==> src/rtl/disp_pkg.sv <==
// Shared types and constants for the seven-segment scan controller.
// Optional build macro used by the controller: SCAN_BLANK_EN.
package disp_pkg;

    typedef enum logic {
        DRIVE = 1'b0,
        BLANK = 1'b1
    } scan_state_t;

    localparam logic [6:0] SEG_OFF = 7'h7F;
    localparam logic [7:0] AN_OFF  = 8'hFF;

    // Active-low {g,f,e,d,c,b,a} patterns for hex values 0..F.
    localparam logic [6:0] HEX_SEG [16] = '{
        7'h40, 7'h79, 7'h24, 7'h30, 7'h19, 7'h12, 7'h02, 7'h78,
        7'h00, 7'h10, 7'h08, 7'h03, 7'h46, 7'h21, 7'h06, 7'h0E
    };

    // Next enabled digit strictly after cur, wrapping; holds when the mask is empty.
    function automatic logic [2:0] next_enabled(input logic [2:0] cur, input logic [7:0] en);
        logic [2:0] res;
        logic [2:0] cand;
        logic       found;
        res   = cur;
        found = 1'b0;
        for (int k = 1; k <= 8; k++) begin
            cand = cur + 3'(k);
            if (!found && en[cand]) begin
                res   = cand;
                found = 1'b1;
            end
        end
        return res;
    endfunction

endpackage

==> src/rtl/disp_scan_ctrl_if.sv <==
// Display-side bundle: digit data and masks in, pin drive and scan index out.
interface disp_scan_if;
    logic [31:0] digits;
    logic [7:0]  dp_in;
    logic [7:0]  dig_en;
    logic [7:0]  blink_en;
    logic        blink_phase;
    logic [7:0]  an_out;
    logic [6:0]  seg_out;
    logic        dp_out;
    logic [2:0]  scan_idx;

    modport master (
        output digits, dp_in, dig_en, blink_en, blink_phase,
        input  an_out, seg_out, dp_out, scan_idx
    );

    modport slave (
        input  digits, dp_in, dig_en, blink_en, blink_phase,
        output an_out, seg_out, dp_out, scan_idx
    );
endinterface

==> src/rtl/seg_hex_decode.sv <==
// Combinational hex nibble to active-low seven-segment pattern.
module seg_hex_decode
    import disp_pkg::*;
(
    input  logic [3:0] nibble,
    output logic [6:0] seg
);
    assign seg = HEX_SEG[nibble];
endmodule

==> src/rtl/disp_scan_ctrl.sv <==
// Eight-digit multiplexed display scanner with registered pin outputs.
// Define SCAN_BLANK_EN to insert BLANK_CYC dead cycles between digits.
module disp_scan_ctrl
    import disp_pkg::*;
#(
    parameter int DIV       = 100000,
    parameter int BLANK_CYC = 8
) (
    input  logic        clk,
    input  logic        rst_n,
    disp_scan_if.slave  bus
);
    localparam int CNT_MAX = (DIV > BLANK_CYC) ? DIV : BLANK_CYC;
    localparam int CNT_W   = $clog2(CNT_MAX);

    scan_state_t       state, state_nxt;
    logic [CNT_W-1:0]  cnt, cnt_nxt;
    logic [2:0]        idx, idx_nxt;
    logic              drive_last;
    logic [3:0]        nibble;
    logic [6:0]        seg_dec;
    logic              an_on;
    logic [7:0]        an_q;
    logic [6:0]        seg_q;
    logic              dp_q;

    assign drive_last = (cnt == CNT_W'(DIV - 1));

`ifdef SCAN_BLANK_EN
    logic blank_last;
    assign blank_last = (cnt == CNT_W'(BLANK_CYC - 1));
`endif

    always_ff @(posedge clk or negedge rst_n) begin
        if (!rst_n) begin
            state <= DRIVE;
            cnt   <= '0;
            idx   <= 3'd0;
        end else begin
            state <= state_nxt;
            cnt   <= cnt_nxt;
            idx   <= idx_nxt;
        end
    end

    // The counter only ever reaches the terminal value of the current state before clearing.
    always_comb begin
        state_nxt = state;
        cnt_nxt   = cnt + 1'b1;
        idx_nxt   = idx;
        case (state)
            DRIVE: begin
                if (drive_last) begin
                    cnt_nxt = '0;
`ifdef SCAN_BLANK_EN
                    state_nxt = BLANK;
`else
                    idx_nxt = next_enabled(idx, bus.dig_en);
`endif
                end
            end
            BLANK: begin
`ifdef SCAN_BLANK_EN
                if (blank_last) begin
                    cnt_nxt   = '0;
                    idx_nxt   = next_enabled(idx, bus.dig_en);
                    state_nxt = DRIVE;
                end
`else
                cnt_nxt   = '0;
                state_nxt = DRIVE;
`endif
            end
        endcase
    end

    assign nibble = bus.digits[{idx, 2'b00} +: 4];

    seg_hex_decode u_dec (
        .nibble (nibble),
        .seg    (seg_dec)
    );

    assign an_on = (state == DRIVE) && bus.dig_en[idx] &&
                   !(bus.blink_en[idx] && bus.blink_phase);

    always_ff @(posedge clk or negedge rst_n) begin
        if (!rst_n) begin
            an_q  <= AN_OFF;
            seg_q <= SEG_OFF;
            dp_q  <= 1'b1;
        end else if (an_on) begin
            an_q  <= ~(8'b1 << idx);
            seg_q <= seg_dec;
            dp_q  <= ~bus.dp_in[idx];
        end else begin
            an_q  <= AN_OFF;
            seg_q <= SEG_OFF;
            dp_q  <= 1'b1;
        end
    end

    assign bus.an_out   = an_q;
    assign bus.seg_out  = seg_q;
    assign bus.dp_out   = dp_q;
    assign bus.scan_idx = idx;

endmodule

==> src/flat_wrapper.sv <==
// flat-port wrapper written by rule: the top's interface ports become plain ports
module disp_scan_ctrl_flat import disp_pkg::*;
#(
    parameter int DIV       = 100000,
    parameter int BLANK_CYC = 8
)
  (clk, rst_n, bus_digits, bus_dp_in, bus_dig_en, bus_blink_en, bus_blink_phase, bus_an_out, bus_seg_out, bus_dp_out, bus_scan_idx);
  disp_scan_if bus_i ();
  input  logic clk;
  input  logic rst_n;
  input wire logic [$bits(bus_i.digits)-1:0] bus_digits;
  input wire logic [$bits(bus_i.dp_in)-1:0] bus_dp_in;
  input wire logic [$bits(bus_i.dig_en)-1:0] bus_dig_en;
  input wire logic [$bits(bus_i.blink_en)-1:0] bus_blink_en;
  input wire logic [$bits(bus_i.blink_phase)-1:0] bus_blink_phase;
  output wire logic [$bits(bus_i.an_out)-1:0] bus_an_out;
  output wire logic [$bits(bus_i.seg_out)-1:0] bus_seg_out;
  output wire logic [$bits(bus_i.dp_out)-1:0] bus_dp_out;
  output wire logic [$bits(bus_i.scan_idx)-1:0] bus_scan_idx;
  assign bus_i.digits = bus_digits;
  assign bus_i.dp_in = bus_dp_in;
  assign bus_i.dig_en = bus_dig_en;
  assign bus_i.blink_en = bus_blink_en;
  assign bus_i.blink_phase = bus_blink_phase;
  assign bus_an_out = bus_i.an_out;
  assign bus_seg_out = bus_i.seg_out;
  assign bus_dp_out = bus_i.dp_out;
  assign bus_scan_idx = bus_i.scan_idx;
  disp_scan_ctrl #(.DIV(DIV), .BLANK_CYC(BLANK_CYC)) u_core (.clk(clk), .rst_n(rst_n), .bus(bus_i));
endmodule
==> config.mk <==
export PLATFORM = sky130hd
export DESIGN_NAME = disp_scan_ctrl_flat
export DESIGN_NICKNAME = d
export VERILOG_FILES = /design/src/rtl/disp_pkg.sv /design/src/rtl/disp_scan_ctrl_if.sv /design/src/rtl/seg_hex_decode.sv /design/src/rtl/disp_scan_ctrl.sv /design/src/flat_wrapper.sv
export SDC_FILE = /design/constraint.sdc
export NUM_CORES = 1
export LEC_CHECK = 0
export CELL_PAD_IN_SITES_DETAIL_PLACEMENT = 1
export CELL_PAD_IN_SITES_GLOBAL_PLACEMENT = 1
export CORE_ASPECT_RATIO = 1.25
export CORE_MARGIN = 2
export CORE_UTILIZATION = 41
export DETAILED_ROUTE_END_ITERATION = 8
export PLACE_DENSITY = 0.92
export SYNTH_ARGS = -nofsm -noshare
export SYNTH_HDL_FRONTEND = slang
export SYNTH_HIERARCHICAL = 1
export SYNTH_SLANG_ARGS = --single-unit
==> constraint.sdc <==
create_clock -name clk -period 9.1 [get_ports clk]
set_clock_uncertainty 0.15 [all_clocks]
set_input_delay 1.82 -clock clk [delete_from_list [all_inputs] [get_ports clk]]
set_output_delay 1.82 -clock clk [all_outputs]
set_load 0.02 [all_outputs]
==> flow_summary_export.csv <==
group,metric,value,unit
run_status,status,"complete, no violations",
global_routing,grt_remaining_overflow,0,
logic_synthesis,ys_types,45,
worst_setup_path,crit_family,"multiplexers",
floorplan,dieArea,7840,sq um
cts,cts_buffers,5,
cts,path_clk_slew,80,ps
logic_synthesis,synth-simple-area-share,17.9,%
finish,diodes,0,
logic_synthesis,syn_area_per_cell,11.0,sq um
timing,tns,0,ps
power,power_per_cell_area,98.9,nW/um^2
floorplan,num_rows,34,
worst_setup_path,critPathLaunch,"bus_dig_en[0]",
worst_setup_path,rr_startpoint,"u_core/bus.scan_idx[0]",
finish,layout_common_cells,"clkdlybuf4s50_1, nand2_1, dfrtp_1",
floorplan,start_util,42.2,%
drt,ant_nets,0,
worst_setup_path,criticalPathCategory,"input port to register",
power,switching_power,0.0000901,W
power,leakage,1.54,nW
logic_synthesis,synth_edf_count,0,
floorplan,fp.dieW,79.6,microns
cts,hold_buffers,0,
logic_synthesis,synth_area,2930,sq um
drt,wl_met1,2840,microns
power,swShare,23.6,%
timing,period_share,45.5,%
timing,fmax,242,MHz
timing,tightestPinTransition,1120,ps
cts,cts_max_level,2,
logic_synthesis,synth_async_sr_flop_share,100,%
power,p_seq_share,43.4,%
place,dp.cells,426,
global_routing,grt_first_pass_wirelength,13000,microns
drt,initialDrtViolationCount,78,
worst_setup_path,cp.required,9130,ps
timing,slew_violations,0,
logic_synthesis,synth_top_flop_cell,"dfrtp_1",
logic_synthesis,syn_inst,267,
finish,final_common_cell,"clkdlybuf4s50_1",
timing,min_period,4140,ps
logic_synthesis,synth-xor-area-share,5.60,%
floorplan,ioPinCount,78,
cts,ctsRootBufferMaster,"clkbuf_8",
drt,wl_met2,4280,microns
logic_synthesis,ys_seq_area_share,31.5,%
place,place_congestion,0.846,
global_routing,grt_max_degree,37,
power,power_frac_comb,20.6,%
power,p_int,0.000292,W
logic_synthesis,synth_top_family_by_area,"multiplexers",
cts,clkLatencyLatePin,290,ps
worst_setup_path,end_kind,"register",
worst_setup_path,cp.arrival,4160,ps
timing,slew_headroom,24.6,%
finish,syn2layout_area_growth,32.0,%
logic_synthesis,syn-num-nets,342,
power,ir_drop,72.2,uV
drt,routedWlPerCell,17.7,microns
worst_hold_path,min_path_type,"register to register",
drt,top_layer,"met4",
floorplan,die_h,98.5,microns
finish,n_fill_cell,738,
place,dpl.hpwl,6200,microns
cts,cts_resized,0,
worst_hold_path,worstHoldStart,"u_core/cnt[4]",
cts,postCtsSetupRepairBufs,0,
logic_synthesis,synth_compound_area_share,5.98,%
drt,wirelength,7680,microns
worst_setup_path,cp_max_fo,7,
cts,clockBufferDepth,2,
drt,via_per_inst,5.61,
worst_setup_path,cp.buffers_inverters,1,
logic_synthesis,ys_ff_latch,36,
global_routing,grt_pass1_vias,2717,
logic_synthesis,synthAdderAreaFrac,6.84,%
global_routing,grt_usage,21.0,%
worst_setup_path,path_cells,"clkdlybuf4s50_1, mux4_1, mux2i_1, and2_1, nand2_2, o22ai_2, a221oi_2, a21o_1",
logic_synthesis,yosysWarnings,6,
floorplan,core_region_area,6930,sq um
timing,setup_viol,0,
flow_run,cap_violations,0,
finish,instances_no_fill,434,
worst_setup_path,slowest_delay,640,ps
worst_setup_path,start_kind,"input port",
drt,vias,2436,
power,p_clk_share,36.0,%
drt,first_pass_iters,4,
worst_setup_path,cp_slowest_cell,"mux4_1",
global_routing,antenna_found_initial,0,
timing,postLayoutSetupSlackWorst,4960,ps
timing,hold_viol_final,0,
cts,cts_tree,"built",
timing,grt_setup_unrepaired,"false",
logic_synthesis,muxShareOfSynthArea,28.5,%
finish,drive_gt1_share,18.0,%
drt,met3_wirelength,431,microns
cts,cts.sinks,36,
place,dp_slack,4710,ps
finish,final_nets,418,
place,io_buffers,77,
drt,drc_errors,0,
==> state kept, by name (all words and copies together), names as in the netlist <==
signal,count
u_core/bus.an_out,8
u_core/bus.dp_out,1
u_core/bus.scan_idx,3
u_core/bus.seg_out,7
u_core/cnt,17
==> metal layers <==
layer	global-route usage [%]	vias up
li1	-	1119
met1	23.4	1201
met2	40.0	103
met3	3.66	13
met4	5.84	0
met5	0	-
==> path summary, 6_finish.rpt <==
check | cells past startpoint | slack, ps | to
worst max-delay path | 8 | 4960 | u_core/bus.scan_idx[1]
worst min-delay path | 1 | 330 | u_core/cnt[4]
worst max register to register | 10 | 5420 | u_core/bus.scan_idx[1]
worst min register to register | 1 | 330 | u_core/cnt[4]
max in group asynchronous | 2 | 6650 | u_core/bus.an_out[5]
min in group asynchronous | 2 | 1810 | u_core/cnt[0]
==> cell usage after synthesis, types with 5 or more instances <==
cell | n | area share (%)
nand2_1 | 43 | 5.5
dfrtp_1 | 20 | 17
mux4_2 | 19 | 15
nor2_1 | 18 | 2.3
dfstp_2 | 16 | 14
ha_1 | 16 | 6.8
nand3_1 | 13 | 2.2
mux2i_1 | 11 | 3.8
xnor2_1 | 11 | 3.3
nand2b_1 | 10 | 2.1
a21oi_1 | 7 | 1.2
mux4_1 | 7 | 6.3
inv_1 | 6 | 0.77
nor3_1 | 6 | 1.0
o21ai_0 | 5 | 0.85
==> per-stage QoR <==
| stage | total power (W) | util [%] | area, sq um | hold slack (ps) |
|---|---|---|---|---|
| detailed placement | 0.000248 | 54.1 | 3750 | 316 |
| global placement | 0.000244 | 54.1 | 3750 | 312 |
| floorplan | 0.000205 | - | 2930 | 288 |
| CTS | 0.000387 | 55.7 | 3860 | 330 |
| global route | 0.000400 | 55.7 | 3860 | 366 |
| finish | 0.000382 | 55.7 | 3860 | 329 |
==> area by class of cell <==
class | instances | area (sq um) | area share [%]
tap | 90 | 113 | 2.91
sequential | 36 | 921 | 23.8
multi-input combinational | 213 | 1900 | 49.2
timing repair buffer | 80 | 793 | 20.5
clock inverter | 3 | 42.5 | 1.10
inverter | 7 | 26.3 | 0.680
clock buffer | 5 | 68.8 | 1.78
==> cell families (layout without fill, tap and decap cells) <==
| family | after synthesis | after routing |
|---|---|---|
| buffers and inverters | 18 | 95 |
| AO/OA/AOI/OAI | 26 | 26 |
| XOR/XNOR | 17 | 17 |
| multiplexers | 44 | 44 |
| AND/OR/NAND/NOR | 110 | 110 |
| flip-flops | 36 | 36 |
| adder cells (fa/ha/maj) | 16 | 16 |
==> worst register-to-register path, delay by kind of cell, from the launching register on <==
kind / cells / cell delay [ps]
AO/OA/AOI/OAI: 3 / 460
flip-flops: 1 / 330
adder cells (fa/ha/maj): 1 / 660
buffers and inverters: 2 / 600
AND/OR/NAND/NOR: 2 / 470
multiplexers: 2 / 900
==> power groups by stage <==
stage | Clock [W] | Sequential [W] | Combinational, W
finish | 0.000138 | 0.000166 | 0.0000785
global route | 0.000149 | 0.000166 | 0.0000848
CTS | 0.000142 | 0.000166 | 0.0000790
detailed placement | 0 | 0.000169 | 0.0000787
global placement | 0 | 0.000169 | 0.0000752
floorplan | 0 | 0.000173 | 0.0000319
Power figures use the tool's default switching activity.
